File: config.mk
export PLATFORM = sky130hd
export DESIGN_NAME = if_fetch_unit
export DESIGN_NICKNAME = d
export VERILOG_FILES = /design/src/rtl/if_fetch_unit.sv
export SDC_FILE = /design/constraint.sdc
export NUM_CORES = 1
export LEC_CHECK = 0
export BUFFER_PORTS_ARGS = -buffer_cell sky130_fd_sc_hd__buf_2
export CAP_MARGIN = 5
export CORE_ASPECT_RATIO = 0.75
export CORE_MARGIN = 2
export CORE_UTILIZATION = 44
export DETAILED_ROUTE_END_ITERATION = 10
export HOLD_SLACK_MARGIN = 0.03
export SLEW_MARGIN = 40
export SYNTH_ARGS = -nofsm -noshare
export SYNTH_HDL_FRONTEND = slang
export SYNTH_SLANG_ARGS = --single-unit
File: constraint.sdc
create_clock -name clk -period 4 [get_ports clk]
set_input_delay 0.2 -clock clk [delete_from_list [all_inputs] [get_ports clk]]
set_output_delay 0.2 -clock clk [all_outputs]
set_load 0.02 [all_outputs]
File: src/rtl/if_fetch_unit.sv
`timescale 1ns/1ps
// -----------------------------------------------------------------------------
// if_fetch_unit
//
// Instruction fetch stage. Holds the PC, issues requests to a variable-latency
// instruction memory (req/gnt handshake, in-order rvalid responses), buffers
// returned instructions in a QDEPTH-entry prefetch queue and presents the queue
// head plus its next-PC to decode every cycle.
//
// Ports
//   clk, rst_n          clock, asynchronous active-low reset
//   stall_IM_ID         decode not accepting; queue head is held
//   flow_change_ID_EX   redirect to dst_ID_EX, flush queue, drop in-flight data
//   dst_ID_EX           redirect target PC
//   hlt_ID_EX           stop issuing (sticky until reset)
//   im_req / im_addr    fetch request and address (= pc)
//   im_gnt              memory accepted the request this cycle
//   im_rvalid/im_rdata  response, returned in request order
//   instr / instr_vld   queue head (or the all-zero bubble when empty)
//   nxt_pc              address+1 of instr; holds last value while empty
// -----------------------------------------------------------------------------
module if_fetch_unit #(
    parameter int              PC_W     = 16,
    parameter int              INSTR_W  = 17,
    parameter logic [PC_W-1:0] RESET_PC = '0,
    parameter int              QDEPTH   = 2
) (
    input  logic               clk,
    input  logic               rst_n,
    input  logic               stall_IM_ID,
    input  logic               flow_change_ID_EX,
    input  logic [PC_W-1:0]    dst_ID_EX,
    input  logic               hlt_ID_EX,
    output logic               im_req,
    output logic [PC_W-1:0]    im_addr,
    input  logic               im_gnt,
    input  logic               im_rvalid,
    input  logic [INSTR_W-1:0] im_rdata,
    output logic [INSTR_W-1:0] instr,
    output logic               instr_vld,
    output logic [PC_W-1:0]    nxt_pc
);

    localparam int              PTR_W      = (QDEPTH > 1) ? $clog2(QDEPTH) : 1;
    localparam int              CNT_W      = $clog2(QDEPTH + 1);
    localparam logic [PTR_W-1:0] PTR_LAST  = PTR_W'(QDEPTH - 1);
    localparam logic [CNT_W:0]   QDEPTH_OCC = (CNT_W + 1)'(QDEPTH);
    localparam logic [CNT_W-1:0] QDEPTH_CNT = CNT_W'(QDEPTH);

    function automatic logic [PTR_W-1:0] ptr_inc(input logic [PTR_W-1:0] p);
        return (p == PTR_LAST) ? '0 : p + 1'b1;
    endfunction

    // Architectural state
    logic [PC_W-1:0]    pc_reg;
    logic               halted_reg;
    logic [PC_W-1:0]    nxt_pc_hold_reg;

    // Prefetch queue: instruction plus its address+1
    logic [INSTR_W-1:0] q_instr_reg [QDEPTH];
    logic [PC_W-1:0]    q_pc_reg    [QDEPTH];
    logic [PTR_W-1:0]   q_rd_ptr_reg, q_wr_ptr_reg;
    logic [CNT_W-1:0]   q_cnt_reg;

    // In-flight tag FIFO. The live bit plays the role of the epoch tag: a
    // redirect clears every live bit at once, so a response is kept only if no
    // redirect happened since it was issued, however many redirects occur
    // while it is outstanding.
    logic [PC_W-1:0]    t_pc_reg [QDEPTH];
    logic [QDEPTH-1:0]  t_live_reg;
    logic [PTR_W-1:0]   t_rd_ptr_reg, t_wr_ptr_reg;
    logic [CNT_W-1:0]   if_cnt_reg;

    logic               q_empty;
    logic               head_pop;
    logic [CNT_W:0]     occ;
    logic               issue;
    logic               ret;
    logic               ret_live;
    logic               q_wr;
    logic               q_pop;
    logic [PC_W-1:0]    pc_inc;
    logic [QDEPTH-1:0]  q_we;
    logic [QDEPTH-1:0]  t_we;

    assign q_empty  = (q_cnt_reg == '0);
    assign head_pop = !stall_IM_ID && !q_empty;

    // The entry decode hands over this cycle is counted as already free, so a
    // zero-wait memory can sustain one instruction per cycle with two credits.
    assign occ      = {1'b0, q_cnt_reg} + {1'b0, if_cnt_reg} - {{CNT_W{1'b0}}, head_pop};

    assign im_req   = rst_n && !halted_reg && !flow_change_ID_EX && (occ < QDEPTH_OCC);
    assign im_addr  = pc_reg;
    assign issue    = im_req && im_gnt;
    assign pc_inc   = pc_reg + 1'b1;

    // A response with nothing outstanding is ignored.
    assign ret      = im_rvalid && (if_cnt_reg != '0);
    assign ret_live = ret && t_live_reg[t_rd_ptr_reg];

    // Redirect wins over both the queue write and the consume.
    assign q_wr     = ret_live && !flow_change_ID_EX;
    assign q_pop    = head_pop && !flow_change_ID_EX;

    genvar gi;
    generate
        for (gi = 0; gi < QDEPTH; gi++) begin : g_we
            assign q_we[gi] = q_wr  && (q_wr_ptr_reg == PTR_W'(gi));
            assign t_we[gi] = issue && (t_wr_ptr_reg == PTR_W'(gi));
        end
    endgenerate

    assign instr     = q_empty ? '0 : q_instr_reg[q_rd_ptr_reg];
    assign instr_vld = !q_empty;
    assign nxt_pc    = q_empty ? nxt_pc_hold_reg : q_pc_reg[q_rd_ptr_reg];

    // Control state
    always_ff @(posedge clk or negedge rst_n) begin
        if (!rst_n) begin
            pc_reg          <= RESET_PC;
            halted_reg      <= 1'b0;
            nxt_pc_hold_reg <= '0;
            q_rd_ptr_reg    <= '0;
            q_wr_ptr_reg    <= '0;
            q_cnt_reg       <= '0;
            t_live_reg      <= '0;
            t_rd_ptr_reg    <= '0;
            t_wr_ptr_reg    <= '0;
            if_cnt_reg      <= '0;
        end else begin
            if (flow_change_ID_EX) begin
                pc_reg <= dst_ID_EX;
            end else if (issue) begin
                pc_reg <= pc_inc;
            end

            if (hlt_ID_EX) begin
                halted_reg <= 1'b1;
            end

            if (!q_empty) begin
                nxt_pc_hold_reg <= q_pc_reg[q_rd_ptr_reg];
            end

            // Stale requests keep their credit until the response returns.
            if_cnt_reg <= if_cnt_reg + CNT_W'(issue) - CNT_W'(ret);
            if (issue) begin
                t_wr_ptr_reg <= ptr_inc(t_wr_ptr_reg);
            end
            if (ret) begin
                t_rd_ptr_reg <= ptr_inc(t_rd_ptr_reg);
            end
            if (flow_change_ID_EX) begin
                t_live_reg <= '0;
            end else begin
                t_live_reg <= t_live_reg | t_we;
            end

            if (flow_change_ID_EX) begin
                q_cnt_reg    <= '0;
                q_rd_ptr_reg <= '0;
                q_wr_ptr_reg <= '0;
            end else begin
                q_cnt_reg <= q_cnt_reg + CNT_W'(q_wr) - CNT_W'(q_pop);
                if (q_wr) begin
                    q_wr_ptr_reg <= ptr_inc(q_wr_ptr_reg);
                end
                if (q_pop) begin
                    q_rd_ptr_reg <= ptr_inc(q_rd_ptr_reg);
                end
            end
        end
    end

    // Payload storage; only read while the matching count says it is valid.
    always_ff @(posedge clk) begin
        for (int i = 0; i < QDEPTH; i++) begin
            if (q_we[i]) begin
                q_instr_reg[i] <= im_rdata;
                q_pc_reg[i]    <= t_pc_reg[t_rd_ptr_reg];
            end
            if (t_we[i]) begin
                t_pc_reg[i] <= pc_inc;
            end
        end
    end

`ifndef SYNTHESIS
    always @(posedge clk) begin
        if (rst_n) begin
            assert (!(im_rvalid && (if_cnt_reg == '0)))
                else $error("if_fetch_unit: im_rvalid with no request in flight");
            assert (!(q_wr && (q_cnt_reg == QDEPTH_CNT)))
                else $error("if_fetch_unit: prefetch queue write while full");
        end
    end
`endif

endmodule

==> reports/results.md, run 1 <==
| Item | This run |
| --- | --- |
| Final critical-path share of the clock period | 74.0% |
| Cell area after synthesis | 0.00592 mm^2 |
| Global-route usage over all layers | 16.5% |
| Total number of placement rows | 36 |
| Outcome | finished, final reports clean |
| Power, Total | 3.84 mW |
| Setup repair after global routing missed its margin | no |
| Number of failing hold endpoints at the final stage | 0 |
| Element type at the critical path start | register |
| Actual transition at the worst max-transition pin | 0.795 ns |
| Post-route DRC | 0 |
| Slew Limit Fails | 0 |
| Worst IR drop on VDD | 310 uV |
| Average detailed-routed wire length per instance | 15.2 um |
| Core outline area | 0.0131 mm^2 |
| Buffers from clock root to sink, at most | 2 |
| Placer congestion estimate | 0.768 |
| Placed wire-length estimate | 7170 um |
| Clock Sink Count | 141 |
| Pin count of the biggest net entering global routing | 54 |
| # fillers | 1101 |
| Number of buffers created by CTS | 17 |
| DR pass1 iterations | 6 |
| Maximum single-stage delay on the critical path | 0.64 ns |
| Critical path arrival | 3.30 ns |
| Most used standard cell by instance count after synthesis | edfxtp_1 |
| Number of max-cap violations | 0 |
| Synth cell types | 38 |
| Via count of the first global-routing pass | 3468 |
| Clock network latency to the later pin of the worst-skew pair | 0.41 ns |
| Total global routing overflow | 0 |
| Share of synthesized area occupied by flip-flops and latches | 67.9% |
| Type of the worst min-delay path | input port to register |
| Count of buffers from port buffering | 90 |
| Cells after Synth | 427 |
| H-tree Lvls | 4 |
| Die Ht | 104 um |
| Number of flip-flops under the largest register name | 34 |
| Total setup violations reported at the end of the flow | 0 |
| Leakage | 2.83 nW |
| Critical path cell sequence | inv_1 -> ha_1 -> fa_1 -> xnor2_1 -> or3_1 -> ha_1 -> inv_1 -> ha_1 -> xnor2_1 -> xnor2_1 |
| Dpl ws | 1.02 ns |
| Required arrival time at the worst endpoint | 4.34 ns |
| Die X | 138 um |
| Clock input transition at the sequential cells of the worst setup and hold paths | 0.06 ns |
| TritonCTS clock tree | built |
| Final wirelength | 11200 um |
| Antenna Violating Nets Remaining | 0 |
| Worst setup EP type | register |
| Skew final | 0.00772 ns |
| Slew headroom | 46.6% |
| Slack of the worst reg-to-reg path | 1.04 ns |
| Count of yosys warnings during synthesis | 0 |
| Share of async-settable or async-resettable flops after synthesis | 30.5% |
| Worst-case setup margin in the final layout | 1.04 ns |
| Biggest fanout along the worst timing path | 11 |
| Antenna violations before repair | 0 |
| Number of vias per cell | 4.94 |
| Per-instance average area after synthesis | 13.9 um^2 |
| Synthesized Nets | 474 |
| Highest clock rate | 338 MHz |
| Area contributors post-synth | edfxtp_1 (50%), dfrtp_1 (18%), mux2i_1 (6.1%) |
| Number of DRC markers in iteration 0 | 168 |
| Initial standard-cell utilization of the core | 45.3% |
| Synth Flop Type | edfxtp_1 |
| Global-route wire length before repair | 17800 um |
| Cell taking the most area after synthesis | edfxtp_1 |
| Total power divided by cell area | 518 mW/mm^2 |
| Overall die area | 0.0144 mm^2 |
| Min Clock Period, post-route | 2.96 ns |
| Post-synth top area share | 49.7% |
| Share of final-layout standard cells stronger than drive strength 1 | 26.7% |
| Vias | 3621 |
| Boundary Pins | 91 |
| Clock Root Buffer | clkbuf_16 |
| Category of the critical setup timing path | register to register |
| Post CTS Setup Buffer Count | 0 |
| Most common library cells after synthesis | edfxtp_1 (98), dfrtp_1 (43), mux2i_1 (36), nor2_1 (36), nand2_1 (34) |
| Cell type of the slowest stage on the worst timing path | xnor2_1 |
| # resized after CTS | 0 |
| Layout Nets | 596 |
| Area growth from synthesis to layout | 25.1% |
| Total negative slack for setup checks | 0 ns |
| Antenna diode count | 0 |
| Number of synthesized flops with an enable pin | 98 |
| Number of flip-flops and latches in the synthesized netlist | 141 |
[layout by cell type (no fill, tap or decap), types with 7 or more instances in the layout]
cell | Yosys | layout
a21oi_1 | 7 | 7
buf_2 | 7 | 90
buf_4 | 0 | 7
clkbuf_16 | 0 | 17
dfrtp_1 | 43 | 42
dlygate4sd3_1 | 0 | 29
edfxtp_1 | 98 | 98
inv_1 | 11 | 11
mux2_2 | 16 | 16
mux2i_1 | 36 | 36
nand2_1 | 34 | 34
nand2b_1 | 7 | 7
nor2_1 | 36 | 33
nor4_1 | 8 | 8
o21ai_0 | 25 | 25
o31a_1 | 8 | 8
xnor2_1 | 22 | 22
xor2_1 | 7 | 7
[stage by stage]
| stage | cell area, um^2 | util [%] | std cells | hold WS (ns) |
|---|---|---|---|---|
| floorplan | 5920 | - | 427 | -0.0956 |
| global placement | 6550 | 50.1 | 672 | 0.388 |
| detailed placement | 6550 | 50.1 | 672 | 0.394 |
| CTS | 7400 | 56.7 | 733 | 0.0386 |
| global route | 7400 | 56.7 | 733 | 0.0596 |
| finish | 7400 | 56.7 | 733 | 0.0520 |
[path summary, 6_finish.rpt]
| kind | from | to | depth (start not counted) |
|---|---|---|---|
| worst max-delay path | q_cnt_reg[1] | if_cnt_reg[1] | 10 |
| worst min-delay path | dst_ID_EX[15] | im_addr[15] | 3 |
| worst max register to register | q_cnt_reg[1] | if_cnt_reg[1] | 10 |
| worst min register to register | nxt_pc_hold_reg[12] | nxt_pc_hold_reg[12] | 2 |
| max in group asynchronous | rst_n | q_rd_ptr_reg | 3 |
| min in group asynchronous | rst_n | halted_reg | 3 |
[power breakdown]
group	internal (mW)	total [mW]	switching (mW)
Sequential	1.69	1.79	0.100
Combinational	0.241	0.565	0.323
Clock	0.919	1.49	0.568
Total	2.85	3.84	0.991
[critical path: cells and delay by family, from the launching register on]
kind / cells / cell delay, ns
fa+ha+maj: 4 / 1.16
xor+xnor: 3 / 0.90
flops: 1 / 0.42
simple gates: 1 / 0.29
buf+inv: 2 / 0.12
[area by class of cell]
type / count / area (um^2) / share of cell area, %
flip-flops and latches: 141 / 4020 / 54.3
multi-input cells: 252 / 1770 / 23.9
repair buffers: 126 / 793 / 10.7
clock buffers: 18 / 439 / 5.93
well taps: 171 / 214 / 2.89
clock inverters: 14 / 126 / 1.71
inverters: 11 / 41.3 / 0.558
[metal layers]
layer | GRT usage, % | vias to the layer above | wire length (um)
li1 | - | 1794 | -
met1 | 24.8 | 1725 | 5740
met2 | 22.1 | 93 | 4640
met3 | 5.90 | 9 | 672
met4 | 5.47 | 0 | 112
met5 | 0 | - | 0
[what timing repair did]
action,CTS,global route
hold buffers,29,0
hold endpoints to repair,88,0
endpoints found under the setup margin,0,0
[cell families after synthesis]
kind of cell,synth area share (%)
multiplexers,9.13
XOR/XNOR,4.29
AND/OR/NAND/NOR,10.2
buffers and inverters,2.43
flip-flops,67.9
AO/OA/AOI/OAI,4.42
adder cells (fa/ha/maj),1.61
No activity file was read; power rests on OpenSTA's default activity.
==> inputs of run 2 (changes only) <==
Clock period 4 ns to 3 ns, I/O delays scaled along.
==> run 2 against run 1 <==
Effect of this change: sequential power grew 31%; cell count grew 0.95%; first-iteration DRC count shrank 3.0%; critical path type unchanged; critical endpoint unchanged; largest power group unchanged.
==> reports/results.md, run 2 (synthesis results as in run 1) <==
| Item | This run | Delta |
| --- | --- | --- |
| Number of flip-flops under the largest register name | 34 | unchanged |
| Worst IR drop on VDD | 446 uV | +44% |
| Clock Root Buffer | clkbuf_16 |  |
| Buffers from clock root to sink, at most | 2 | unchanged |
| Skew final | 0.0137 ns | +0.00601 ns |
| Capturing point of the worst reg2reg path | if_cnt_reg[1] |  |
| Boundary Pins | 91 | unchanged |
| Average detailed-routed wire length per instance | 15.3 um | +0.71% |
| Number of vias per cell | 4.86 | -1.6% |
| Slack of the worst reg-to-reg path | 0.26 ns | -0.78 ns |
| Worst Hold Margin | 0.0554 ns | +0.00342 ns |
| Count of buffers from port buffering | 90 | unchanged |
| Slew headroom | 57.8% | +11 points |
| Number of failing hold endpoints at the final stage | 0 | unchanged |
| Antenna violations before repair | 0 | unchanged |
| Area growth from synthesis to layout | 25.9% |  |
| Instance count along the most critical hold path | 3 | unchanged |
| Slew Limit Fails | 0 | unchanged |
| Antenna Violating Nets Remaining | 0 | unchanged |
| Total number of placement rows | 36 | unchanged |
| Number of buffers created by CTS | 17 | unchanged |
| DR pass1 iterations | 5 | -1 |
| Share of the core filled with cells in the final layout | 57.0% | +0.35 points |
| Leakage | 2.86 nW | +0.75% |
| Crit-path most repeated cell | ha_1 |  |
| Most common cell after layout, fill and taps aside | edfxtp_1 |  |
| Worst setup EP type | register |  |
| Placer congestion estimate | 0.783 | +2.0% |
| Initial standard-cell utilization of the core | 45.3% | unchanged |
| Min-delay src | dst_ID_EX[14] |  |
| TritonCTS clock tree | built |  |
| Dpl ws | 0.266 ns | -0.750 ns |
| Power, Total | 5.10 mW | +33% |
| R2r worst-path depth | 10 | unchanged |
| Vias | 3597 | -0.66% |
| Element type at the critical path start | register |  |
| Layout Nets | 603 | +1.2% |
| Setup repair after global routing missed its margin | no |  |
| Post CTS Setup Buffer Count | 0 | unchanged |
| Category of the critical setup timing path | register to register |  |
| Via count of the first global-routing pass | 3680 | +6.1% |
| Actual transition at the worst max-transition pin | 0.633 ns | -0.162 ns |
| Leading cell types in the layout, fill and taps excluded | edfxtp_1 (98), buf_2 (90), dfrtp_1 (42) |  |
| Total power divided by cell area | 684 mW/mm^2 | +32% |
| Min Clock Period, post-route | 2.74 ns | -0.219 ns |
| Number of max-cap violations | 0 | unchanged |
| Biggest fanout along the worst timing path | 3 | -8 |
| Overall die area | 0.0144 mm^2 | unchanged |
| Critical path cell sequence | inv_1 -> ha_1 -> fa_1 -> nand4b_4 -> or3_1 -> ha_1 -> inv_1 -> ha_1 -> xnor2_1 -> xnor2_1 |  |
| Maximum single-stage delay on the critical path | 0.61 ns | -0.03 ns |
| Outcome | finished, final reports clean |  |
| Clock network latency to the later pin of the worst-skew pair | 0.42 ns | about the same |
| Number of DRC markers in iteration 0 | 163 | -3.0% |
| Total negative slack for setup checks | 0 ns | unchanged |
| Required arrival time at the worst endpoint | 3.33 ns | -1.01 ns |
| Total setup violations reported at the end of the flow | 0 | unchanged |
| Pin count of the biggest net entering global routing | 54 | unchanged |
| Global-route usage over all layers | 16.9% | +0.36 points |
| Die X | 138 um | unchanged |
| End point of the worst hold path | im_addr[14] |  |
| Core outline area | 0.0131 mm^2 | unchanged |
| Post-route DRC | 0 | unchanged |
| Startpoint of the lowest-slack register-to-register path | q_cnt_reg[1] |  |
| H-tree Lvls | 4 | unchanged |
| Antenna diode count | 0 | unchanged |
| Total global routing overflow | 0 | unchanged |
| # resized after CTS | 0 | unchanged |
| Die Ht | 104 um | unchanged |
| Cell type of the slowest stage on the worst timing path | fa_1 |  |
| Placed wire-length estimate | 7330 um | +2.2% |
| Type of the worst min-delay path | input port to register |  |
| Global-route wire length before repair | 18400 um | +3.7% |
| Share of final-layout standard cells stronger than drive strength 1 | 28.1% | +1.4 points |
| Clock input transition at the sequential cells of the worst setup and hold paths | 0.06 ns | about the same |
| Final wirelength | 11400 um | +1.7% |
| Highest clock rate | 365 MHz | +8.0% |
| Final critical-path share of the clock period | 91.3% | +17 points |
| Worst-case setup margin in the final layout | 0.260 ns | -0.781 ns |
| Critical path arrival | 3.07 ns | -0.23 ns |
| Clock Sink Count | 141 | unchanged |
run 2: cell types whose count changed in the layout (fill, tap and decap cells not counted):
cell / previous run / this run
buf_4: 7 / 12
clkinv_1: 5 / 1
dlygate4sd3_1: 29 / 31
inv_6: 0 / 2
nor2_1: 33 / 31
nor2_2: 2 / 4
bufinv_16: 2 / 1
clkbuf_1: 0 / 1
clkbuf_8: 1 / 0
clkinv_2: 3 / 4
clkinv_4: 2 / 3
clkinvlp_4: 2 / 3
run 2: layer usage:
metal  wire, um  part of all wire [%]  vias to the layer above  track usage [%]
met1       5650                    50                     1694             24.4
met3        675                   5.9                        8             4.97
li1           -                     -                     1796                -
met5          0                     0                        -                0
met4         87                  0.77                        0             5.03
met2       4940                    43                       99             24.6
run 2: area by class of cell:
| class | instances | area (um^2) |
|---|---|---|
| Tap cell | 171 | 214 |
| Sequential cell | 141 | 4020 |
| Timing Repair Buffer | 133 | 851 |
| Multi-Input combinational cell | 252 | 1770 |
| Fill cell | 1107 | 5610 |
| Inverter | 11 | 41.3 |
| Clock inverter | 14 | 120 |
| Clock buffer | 18 | 429 |
run 2: power by group:
part | switching, mW | leakage (nW) | internal, mW
registers | 0.0882 | 1.41 | 2.25
clock network | 0.784 | 0.264 | 1.14
logic | 0.492 | 1.19 | 0.349
total | 1.36 | 2.86 | 3.73
run 2: worst max-delay path by stage:
stage                      start       endpoint  slack (ns)  depth (start not counted)
floorplan           q_cnt_reg[0]  if_cnt_reg[1]        0.04                         12
global placement    q_cnt_reg[1]  if_cnt_reg[1]        0.29                         10
detailed placement  q_cnt_reg[1]  if_cnt_reg[1]        0.27                         10
CTS                 q_cnt_reg[1]  if_cnt_reg[1]        0.23                         10
global route        q_cnt_reg[1]  if_cnt_reg[1]        0.08                         10
finish              q_cnt_reg[1]  if_cnt_reg[1]        0.26                         10
run 2: worst max-delay path: cells and delay by family (launching register included):
kind / cells / cell delay (ns)
XOR/XNOR: 2 / 0.30
AND/OR/NAND/NOR: 2 / 0.45
flip-flops: 1 / 0.41
buffers and inverters: 2 / 0.10
adder cells (fa/ha/maj): 4 / 1.40
run 2: repair_timing:
action	in CTS	in global routing
setup endpoints to repair	0	0
endpoints found under the hold margin	93	0
hold buffers	31	0
run 2: per-stage QoR:
stage	area, um^2	cells
6_report	7450	740
4_1_cts	7450	740
3_3_place_gp	6590	677
5_1_grt	7450	740
3_5_place_dp	6590	677
2_1_floorplan	5930	427
